`config.mk`:
```
export PLATFORM = sky130hd
export DESIGN_NAME = ar0134_pix_gen
export DESIGN_NICKNAME = d
export VERILOG_FILES = /design/src/rtl/pix_gen_pkg.sv /design/src/rtl/pix_pattern.sv /design/src/rtl/ar0134_pix_gen.sv
export SDC_FILE = /design/constraint.sdc
export NUM_CORES = 1
export LEC_CHECK = 0
export CAP_MARGIN = 20
export CORE_MARGIN = 4
export CORE_UTILIZATION = 50
export CTS_BUF_LIST = sky130_fd_sc_hd__clkbuf_8 sky130_fd_sc_hd__clkbuf_16
export DETAILED_ROUTE_END_ITERATION = 8
export HOLD_SLACK_MARGIN = 0.02
export PLACE_DENSITY = 0.79
export SLEW_MARGIN = 10
export SYNTH_ARGS = -nofsm -noshare
export SYNTH_HDL_FRONTEND = slang
export SYNTH_SLANG_ARGS = --single-unit
```
`constraint.sdc`:
```
create_clock -name iClk -period 14.1 [get_ports iClk]
set_clock_uncertainty 0.05 [all_clocks]
set_input_delay 1.41 -clock iClk [delete_from_list [all_inputs] [get_ports iClk]]
set_output_delay 1.41 -clock iClk [all_outputs]
set_load 0.02 [all_outputs]
```
`src/rtl/pix_gen_pkg.sv`:
```
// Shared types and constants for the AR0134 pixel-bus emulator.
package pix_gen_pkg;

    typedef enum logic [2:0] {
        StIdle,
        StFvLead,
        StLine,
        StHblank,
        StFvTrail,
        StVblank
    } state_e;

    localparam logic [1:0] MODE_RAMP   = 2'd0;
    localparam logic [1:0] MODE_BAYER  = 2'd1;
    localparam logic [1:0] MODE_MOVING = 2'd2;
    localparam logic [1:0] MODE_FIXED  = 2'd3;

    localparam logic [9:0] BAYER_G = 10'h200;
    localparam logic [9:0] BAYER_R = 10'h3FF;
    localparam logic [9:0] BAYER_B = 10'h100;

    // Width of a counter that runs 0..n-1, never less than one bit.
    function automatic int unsigned cnt_w(input int unsigned n);
        return (n > 1) ? $clog2(n) : 1;
    endfunction

endpackage

```
`src/rtl/pix_pattern.sv`:
```
// Registered test-pattern generator; data is forced to zero outside line valid.
module pix_pattern
    import pix_gen_pkg::*;
(
    input  logic       clk_i,
    input  logic       rst_i,
    input  logic [9:0] col_i,
    input  logic [9:0] row_i,
    input  logic [9:0] frame_i,
    input  logic [1:0] mode_i,
    input  logic [9:0] fixed_i,
    input  logic       lv_i,
    output logic [9:0] data_o
);

    logic [9:0] data_d;
    logic [9:0] data_q;

    always_comb begin
        data_d = '0;
        if (lv_i) begin
            unique case (mode_i)
                MODE_RAMP:   data_d = col_i;
                MODE_BAYER: begin
                    // GRBG: even rows G/R, odd rows B/G.
                    unique case ({row_i[0], col_i[0]})
                        2'b00:   data_d = BAYER_G;
                        2'b01:   data_d = BAYER_R;
                        2'b10:   data_d = BAYER_B;
                        default: data_d = BAYER_G;
                    endcase
                end
                MODE_MOVING: data_d = col_i + row_i + frame_i;
                default:     data_d = fixed_i;
            endcase
        end
    end

    always_ff @(posedge clk_i) begin
        if (rst_i) begin
            data_q <= '0;
        end else begin
            data_q <= data_d;
        end
    end

    assign data_o = data_q;

endmodule

```
`src/rtl/ar0134_pix_gen.sv`:
```
// AR0134 parallel-output emulator: frame/line timing FSM driving the pattern generator.
module ar0134_pix_gen
    import pix_gen_pkg::*;
#(
    parameter int unsigned H_ACTIVE = 1280,
    parameter int unsigned H_BLANK  = 370,
    parameter int unsigned V_ACTIVE = 960,
    parameter int unsigned FV_LEAD  = 16,
    parameter int unsigned FV_TRAIL = 16,
    parameter int unsigned V_BLANK  = 4000
) (
    input  logic        iClk,
    input  logic        iRst,
    input  logic        iEnable,
    input  logic [1:0]  ivMode,
    input  logic [9:0]  ivFixedValue,
    output logic        oPixFV,
    output logic        oPixLV,
    output logic [9:0]  ovPixData,
    output logic [15:0] ovFrameCount,
    output logic        oBusy
);

    localparam int unsigned MAX_A     = (H_BLANK > V_BLANK) ? H_BLANK : V_BLANK;
    localparam int unsigned MAX_B     = (FV_LEAD > FV_TRAIL) ? FV_LEAD : FV_TRAIL;
    localparam int unsigned BLANK_MAX = (MAX_A > MAX_B) ? MAX_A : MAX_B;
    localparam int unsigned CW        = cnt_w(H_ACTIVE);
    localparam int unsigned RW        = cnt_w(V_ACTIVE);
    localparam int unsigned BW        = cnt_w(BLANK_MAX);

    state_e          state_q, state_d;
    logic [BW-1:0]   cnt_q, cnt_d;
    logic [CW-1:0]   col_q, col_d;
    logic [RW-1:0]   row_q, row_d;
    logic [15:0]     frame_q, frame_d;
    logic [1:0]      mode_q, mode_d;
    logic [9:0]      fixed_q, fixed_d;
    logic            fv_q, lv_q, busy_q;

    always_comb begin
        state_d = state_q;
        cnt_d   = cnt_q;
        col_d   = col_q;
        row_d   = row_q;
        frame_d = frame_q;
        mode_d  = mode_q;
        fixed_d = fixed_q;
        unique case (state_q)
            StIdle: begin
                if (iEnable) begin
                    state_d = StFvLead;
                    cnt_d   = '0;
                    row_d   = '0;
                    col_d   = '0;
                    mode_d  = ivMode;
                    fixed_d = ivFixedValue;
                end
            end
            StFvLead: begin
                if (cnt_q == BW'(FV_LEAD - 1)) begin
                    state_d = StLine;
                    cnt_d   = '0;
                    col_d   = '0;
                end else begin
                    cnt_d = cnt_q + BW'(1);
                end
            end
            StLine: begin
                if (col_q == CW'(H_ACTIVE - 1)) begin
                    cnt_d = '0;
                    // The last line goes straight to the trailer without a blank.
                    if (row_q == RW'(V_ACTIVE - 1)) begin
                        state_d = StFvTrail;
                    end else begin
                        state_d = StHblank;
                        row_d   = row_q + RW'(1);
                    end
                end else begin
                    col_d = col_q + CW'(1);
                end
            end
            StHblank: begin
                if (cnt_q == BW'(H_BLANK - 1)) begin
                    state_d = StLine;
                    cnt_d   = '0;
                    col_d   = '0;
                end else begin
                    cnt_d = cnt_q + BW'(1);
                end
            end
            StFvTrail: begin
                if (cnt_q == BW'(FV_TRAIL - 1)) begin
                    state_d = StVblank;
                    cnt_d   = '0;
                    frame_d = frame_q + 16'd1;
                end else begin
                    cnt_d = cnt_q + BW'(1);
                end
            end
            StVblank: begin
                if (cnt_q == BW'(V_BLANK - 1)) begin
                    cnt_d = '0;
                    if (iEnable) begin
                        state_d = StFvLead;
                        row_d   = '0;
                        col_d   = '0;
                        mode_d  = ivMode;
                        fixed_d = ivFixedValue;
                    end else begin
                        state_d = StIdle;
                    end
                end else begin
                    cnt_d = cnt_q + BW'(1);
                end
            end
            default: state_d = StIdle;
        endcase
    end

    always_ff @(posedge iClk) begin
        if (iRst) begin
            state_q <= StIdle;
            cnt_q   <= '0;
            col_q   <= '0;
            row_q   <= '0;
            frame_q <= '0;
            mode_q  <= '0;
            fixed_q <= '0;
            fv_q    <= 1'b0;
            lv_q    <= 1'b0;
            busy_q  <= 1'b0;
        end else begin
            state_q <= state_d;
            cnt_q   <= cnt_d;
            col_q   <= col_d;
            row_q   <= row_d;
            frame_q <= frame_d;
            mode_q  <= mode_d;
            fixed_q <= fixed_d;
            fv_q    <= (state_d != StIdle) && (state_d != StVblank);
            lv_q    <= (state_d == StLine);
            busy_q  <= (state_d != StIdle);
        end
    end

    // Pattern is fed next-state values so its registered output lines up with lv_q.
    pix_pattern u_pattern (
        .clk_i   (iClk),
        .rst_i   (iRst),
        .col_i   (10'(col_d)),
        .row_i   (10'(row_d)),
        .frame_i (frame_d[9:0]),
        .mode_i  (mode_d),
        .fixed_i (fixed_d),
        .lv_i    (state_d == StLine),
        .data_o  (ovPixData)
    );

    assign oPixFV       = fv_q;
    assign oPixLV       = lv_q;
    assign ovFrameCount = frame_q;
    assign oBusy        = busy_q;

endmodule

```
======== Word-level counts from Yosys, hierarchy flattened ========
Index checks and enable logic that the tools add are counted.
storage, ports and cells
  register bits ........................... 77
  bits of input ports ..................... 15
  output and inout bits ................... 29
  word-level logic and storage cells ...... 89
cells by class
  add/sub/neg operators ................... 6
  equal/unequal tests ..................... 22
  muxes and demuxes ....................... 36
  bitwise logic cells ..................... 1
  reductions and logical operators ........ 11
operators by type and width
  kind                                                              count
  10-bit two-way mux                                                8
  12-bit two-way mux                                                5
  10-bit case mux with 3 select lines                               2
  12-bit case mux with 5 select lines                               1
  11-bit two-way mux                                                5
  11-bit case mux with 5 select lines                               1
  10-bit case mux with 2 select lines                               2
  3-bit two-way mux                                                 7
  10-bit adder                                                      2
  3-bit case mux with 6 select lines                                1
  16-bit by 1-bit adder with 16-bit output, second input constant   1
  12-bit by 1-bit adder with 12-bit output, second input constant   1
  12-bit == test, second input constant                             1
  12-bit by 4-bit == test with 1-bit output, second input constant  1
  12-bit by 9-bit == test with 1-bit output, second input constant  1
  2-bit inequality test, second input constant                      6
  11-bit by 1-bit adder with 11-bit output, second input constant   1
  11-bit == test, second input constant                             1
  10-bit by 1-bit adder with 10-bit output, second input constant   1
  10-bit == test, second input constant                             1
  5-bit nonzero test                                                2
  3-bit by 2-bit == test with 1-bit output, second input constant   3
  3-bit == test, second input constant                              2
  5-bit AND reduction                                               1
  15 further kinds                                                  19

======== Depth between registers and ports, before layout ========
  depth after elaboration ................. 7
  mapped depth ............................ 22
  depth with buffers taken out ............ 21

======== Cells and area by module ========
Synthesis repeated with hierarchy kept, for this count alone.
second synthesis, totals
  cell total of the unflattened synthesis .. 540
  area, all modules ....................... 4884.7 um2
by module, submodules not included
  module          instances  cells each  area each (um2)  seq. area each (um2)
  ar0134_pix_gen  1          435         3804.9           1341.3
  pix_pattern     1          105         1079.8           200.2

======== Least setup slack after synthesis ========
OpenSTA, ideal clock, no wires.
  path type ............................... in2reg
  from .................................... input iEnable
  to ...................................... register u_pattern.data_q[9], in the netlist u_pattern.data_o[9]
  library setup time ...................... 0.070 ns
  data arrival time ....................... 5.510 ns
  required time ........................... 13.980 ns
  path slack .............................. 8.470 ns
  stages .................................. 19
  buffers on the path ..................... 1
  path through ............................ or4b_1 > or4_1 > a21oi_1 > and2_1 > clkbuf_1 > o21ai_1 > a22o_1 > fa_1 > ha_1 > inv_1 > fa_1 > nor2b_1 > o21ai_0 > a21oi_1 > a21oi_1 > a21oi_1 > nor4_1 > or4_1 > a21oi_1
between the ends
  word-level cells in the longest chain between the ends .. 6
  elaborated cells on any way between the ends .. 28
  classes of those cells .................. 2 x add/sub; 5 x eq/ne; 18 x mux; 1 x bitwise; 2 x reduce/logical
ends and longest elaborated chain
  what                                     line                                         RTL
  from (decl)                              ar0134_pix_gen.sv:14                         input logic iEnable,
  11-bit two-way mux (*)                   ar0134_pix_gen.sv:50, ar0134_pix_gen.sv:103
  11-bit two-way mux                       ar0134_pix_gen.sv:101                        if (cnt_q == BW'(V_BLANK - 1)) begin
  11-bit case mux with 5 select lines (*)  ar0134_pix_gen.sv:48                         unique case (state_q)
  net col_d[1]                             ar0134_pix_gen.sv:33                         logic [CW-1:0] col_q, col_d;
  10-bit adder (*) (2 in series)           pix_pattern.sv:33                            MODE_MOVING: data_d = col_i + row_i + frame_i;
  10-bit case mux with 3 select lines (*)  pix_pattern.sv:22                            unique case (mode_i)
  to (signal assigned)                     pix_pattern.sv:43                            data_q <= data_d;
  to (decl)                                pix_pattern.sv:17                            logic [9:0] data_q;
The timed path passes the listed nets; every way through them passes the cells marked *. The select of a mux whose other input is x is not followed.
A chain may end at the register's enable or synchronous reset.

======== Worst setup path after layout ========
Same ends and word-level chain as after synthesis.

==> flow_metrics.tcl <==
set metrics [dict create \
    status "finished, final reports clean" \
    grt_overflow 0 \
    holdPathEnd "ovFrameCount[15]$_SDFFE_PP0P_" \
    core-area_um2 8890 \
    drv_slew 0 \
    min_period_ns 6.30 \
    io_buffer_count 43 \
    synth-seq-cells 77 \
    dr_total_vias 4245 \
    vias_per_cell 5.97 \
    reg2reg_to "u_pattern.data_o[9]$_SDFF_PP0_" \
    start_util 0.524 \
    setup_viol 0 \
    final_antenna_net_count 0 \
    rsz0062_at_grt "no" \
    grt_pass1_wl_mm 19.7 \
    numCtsBuffers 9 \
    hp-class "reg -> reg" \
    dieHeight_um 104 \
    cts_sinks 77 \
    clk_latency_ns 0.35 \
    pin_count 44 \
    drc_errors 0 \
    switchingPower_w 0.000112 \
    layout-area-overhead-vs-synth_pct 15.1 \
    syn-instance-count 566 \
    async_flop_share 0 \
    postCtsSetupRepairBufs 0 \
    r2r-start "state_q[2]$_SDFF_PP0_" \
    clock_tree.buffer_depth 2 \
    synth_fp_nets 606 \
    cts_root_buf "clkbuf_8" \
    synth_edf_count 0 \
    crit_path_start_kind "primary input" \
    dr.pass1.iters 7 \
    num-nets-final 638 \
    rows 34 \
    crit_start "iEnable" \
    synth_seq_area_share 0.331 \
    cts_resized 0 \
    crit_type "in -> reg" \
    drive_above_1_share 0.0547 \
    grt_max_degree 58 \
    wl_per_cell_um 16.3 \
    p_clk_frac 0.413 \
    worst_setup_hold_path_clk_slew_ns 0.09 \
    p_seq_frac 0.501 \
    arrival_ns 6.54 \
    die-area_um2 10900 \
    hold_start "ovFrameCount[15]$_SDFFE_PP0P_" \
    max_freq_mhz 159 \
    power.density_nw_per_um2 83.4 \
    synth_cell_type_count 67 \
    fin_setup_tns_ns 0 \
    die_x_um 104 \
    p_int_w 0.000335 \
    reg2reg_depth 17 \
    hpwl_mm 8.63 \
    hold_viol 0 \
    post-route-period-util 0.447 \
    slew_headroom 0.285 \
    p_leak_nw 2.12 \
    maxCapViolCount 0 \
    track_usage 0.217 \
    yosysWarnings 0 \
    worstSetupEndpointType "register" \
    syn_avg_cell_area_um2 8.22 \
    synthesis.area_um2 4650 \
    cts_max_level 3 \
    multi_input_comb_area_um2 2920 \
    n_fill_cell 784 \
    drt-total-wl_mm 11.6 \
    r2r_slack_ns 8.85 \
    tightest_slew_ns 1.07 \
    pwr-share-comb 0.086 \
    antenna_found_initial 0 \
    peakVddDrop_mv 0.0430 \
    ff_latch_area_um2 1540 \
    crit_required_ns 14.34 \
    tritoncts "done" \
    initialDrtViolationCount 238 \
    num_antenna_cells 0 \
    dpl-instance-area_um2 5140 \
    final_cell_area_um2 5360 \
    grt_pass1_vias 4182 \
    cp_max_fo 7 \
    worst_hold_path.num_cells 2 \
    ys.flop_type "dfxtp_1" \
    place_congestion 0.894 \
    holdBufCountCts 0 \
    p_sw_frac 0.250 \
]
==> cells in the final DEF (no fill, tap or decap), types with 4 or more instances in the layout <==
cell type | synthesis | routed
dfxtp_1 | 77 | 77
nor2_1 | 73 | 73
nand2_1 | 53 | 53
clkdlybuf4s50_1 | 0 | 42
a21oi_1 | 34 | 34
inv_1 | 28 | 30
o21ai_0 | 27 | 27
nand3_1 | 24 | 24
xor2_1 | 17 | 17
mux2i_1 | 15 | 15
ha_1 | 15 | 15
nor2b_1 | 13 | 13
and3_1 | 12 | 12
fa_1 | 10 | 10
nand4_1 | 9 | 9
xnor2_1 | 9 | 9
clkbuf_8 | 0 | 9
nor3_1 | 8 | 8
a31oi_1 | 8 | 8
or3_1 | 8 | 8
and2_1 | 6 | 6
a22oi_1 | 6 | 6
o21a_1 | 5 | 5
or4_1 | 4 | 4
nor4_1 | 4 | 4
o21ai_1 | 4 | 4
and4_1 | 4 | 4
a21o_1 | 4 | 4
==> cell families (layout without fill, tap and decap cells) <==
logic type      Yosys count  after routing  share of synthesized area
buf+inv                  52             89                     0.0433
flops                    77             77                      0.331
mux                      16             16                     0.0347
compound gates          128            128                      0.178
xor+xnor                 27             27                     0.0538
fa+ha+maj                25             25                     0.0833
simple gates            241            241                      0.276
==> Yosys cell counts (5+ instances only) <==
library cell / number / share of area
nand4_1: 9 / 0.012
o21a_1: 5 / 0.0081
a22oi_1: 6 / 0.0097
nor2_1: 73 / 0.059
dfxtp_1: 77 / 0.33
or3_1: 8 / 0.011
fa_1: 10 / 0.043
nand3_1: 24 / 0.026
xnor2_1: 9 / 0.017
o21ai_0: 27 / 0.029
and3_1: 12 / 0.016
mux2i_1: 15 / 0.032
clkbuf_1: 17 / 0.014
and2_1: 6 / 0.0081
a31oi_1: 8 / 0.011
nor3_1: 8 / 0.0086
a21oi_1: 34 / 0.037
buf_2: 5 / 0.0054
xor2_1: 17 / 0.032
nor2b_1: 13 / 0.017
nand2_1: 53 / 0.043
ha_1: 15 / 0.040
inv_1: 28 / 0.023
==> worst max path at each step <==
stage                                           endpoint  slack [ns]  cells after the start
final                     u_pattern.data_o[9]$_SDFF_PP0_        7.80                     19
after global routing      u_pattern.data_o[9]$_SDFF_PP0_        7.42                     19
after CTS                 u_pattern.data_o[9]$_SDFF_PP0_        7.86                     19
after detailed placement  u_pattern.data_o[9]$_SDFF_PP0_        7.54                     19
after global placement    u_pattern.data_o[9]$_SDFF_PP0_        7.71                     19
after floorplan           u_pattern.data_o[9]$_SDFF_PP0_        8.47                     19
==> per-stage QoR <==
stage,power [W],std cells,hold slack [ns],setup WS (ns),utilization
floorplan,0.000255,566,0.404,8.47,-
global placement,0.000266,695,0.425,7.71,0.579
detailed placement,0.000267,695,0.428,7.54,0.579
CTS,0.000449,711,0.446,7.86,0.603
global route,0.000464,711,0.493,7.42,0.603
finish,0.000447,711,0.441,7.80,0.603
==> power by group through the flow <==
stage	combinational (W)	sequential, W	clock (W)
global route	0.0000428	0.000224	0.000197
detailed placement	0.0000382	0.000229	0
global placement	0.0000371	0.000229	0
CTS	0.0000384	0.000224	0.000187
finish	0.0000386	0.000224	0.000184
floorplan	0.0000270	0.000228	0
==> worst max-delay path, cell delays in order <==
cell and delay [ns]:
clkdlybuf4s50_1 0.58, or4b_1 0.46, or4_1 0.44, a21oi_1 0.25
and2_1 0.31, o21ai_1 0.15, a22o_1 0.31, fa_1 0.56
ha_1 0.20, inv_1 0.06, fa_1 0.39, nor2b_1 0.13
o21ai_0 0.11, a21oi_1 0.20, a21oi_1 0.06, a21oi_1 0.24
nor4_1 0.08, or4_1 0.48, a21oi_1 0.12
==> state kept, by name (all words and copies together), names as in the netlist <==
register,flops
ovFrameCount,16
state_q,3
oBusy,1
oPixFV,1
col_q,11
u_pattern.data_o,10
mode_q,2
oPixLV,1
row_q,10
cnt_q,12
fixed_q,10
==> layer usage <==
layer,part of all wire,global-route usage,up-vias
met1,0.45,0.288,2010
met3,0.063,0.0416,17
li1,-,-,2075
met2,0.47,0.356,143
met5,0,0,-
met4,0.017,0.0674,0
==> cell type report <==
type,instances,share of cell area
Multi-Input combinational cell,437,0.545
Sequential cell,77,0.288
Timing Repair Buffer,45,0.0822
Tap cell,108,0.0252
Clock buffer,9,0.0231
Inverter,28,0.0196
Clock inverter,7,0.0170
No activity file was read; power rests on OpenSTA's default activity.
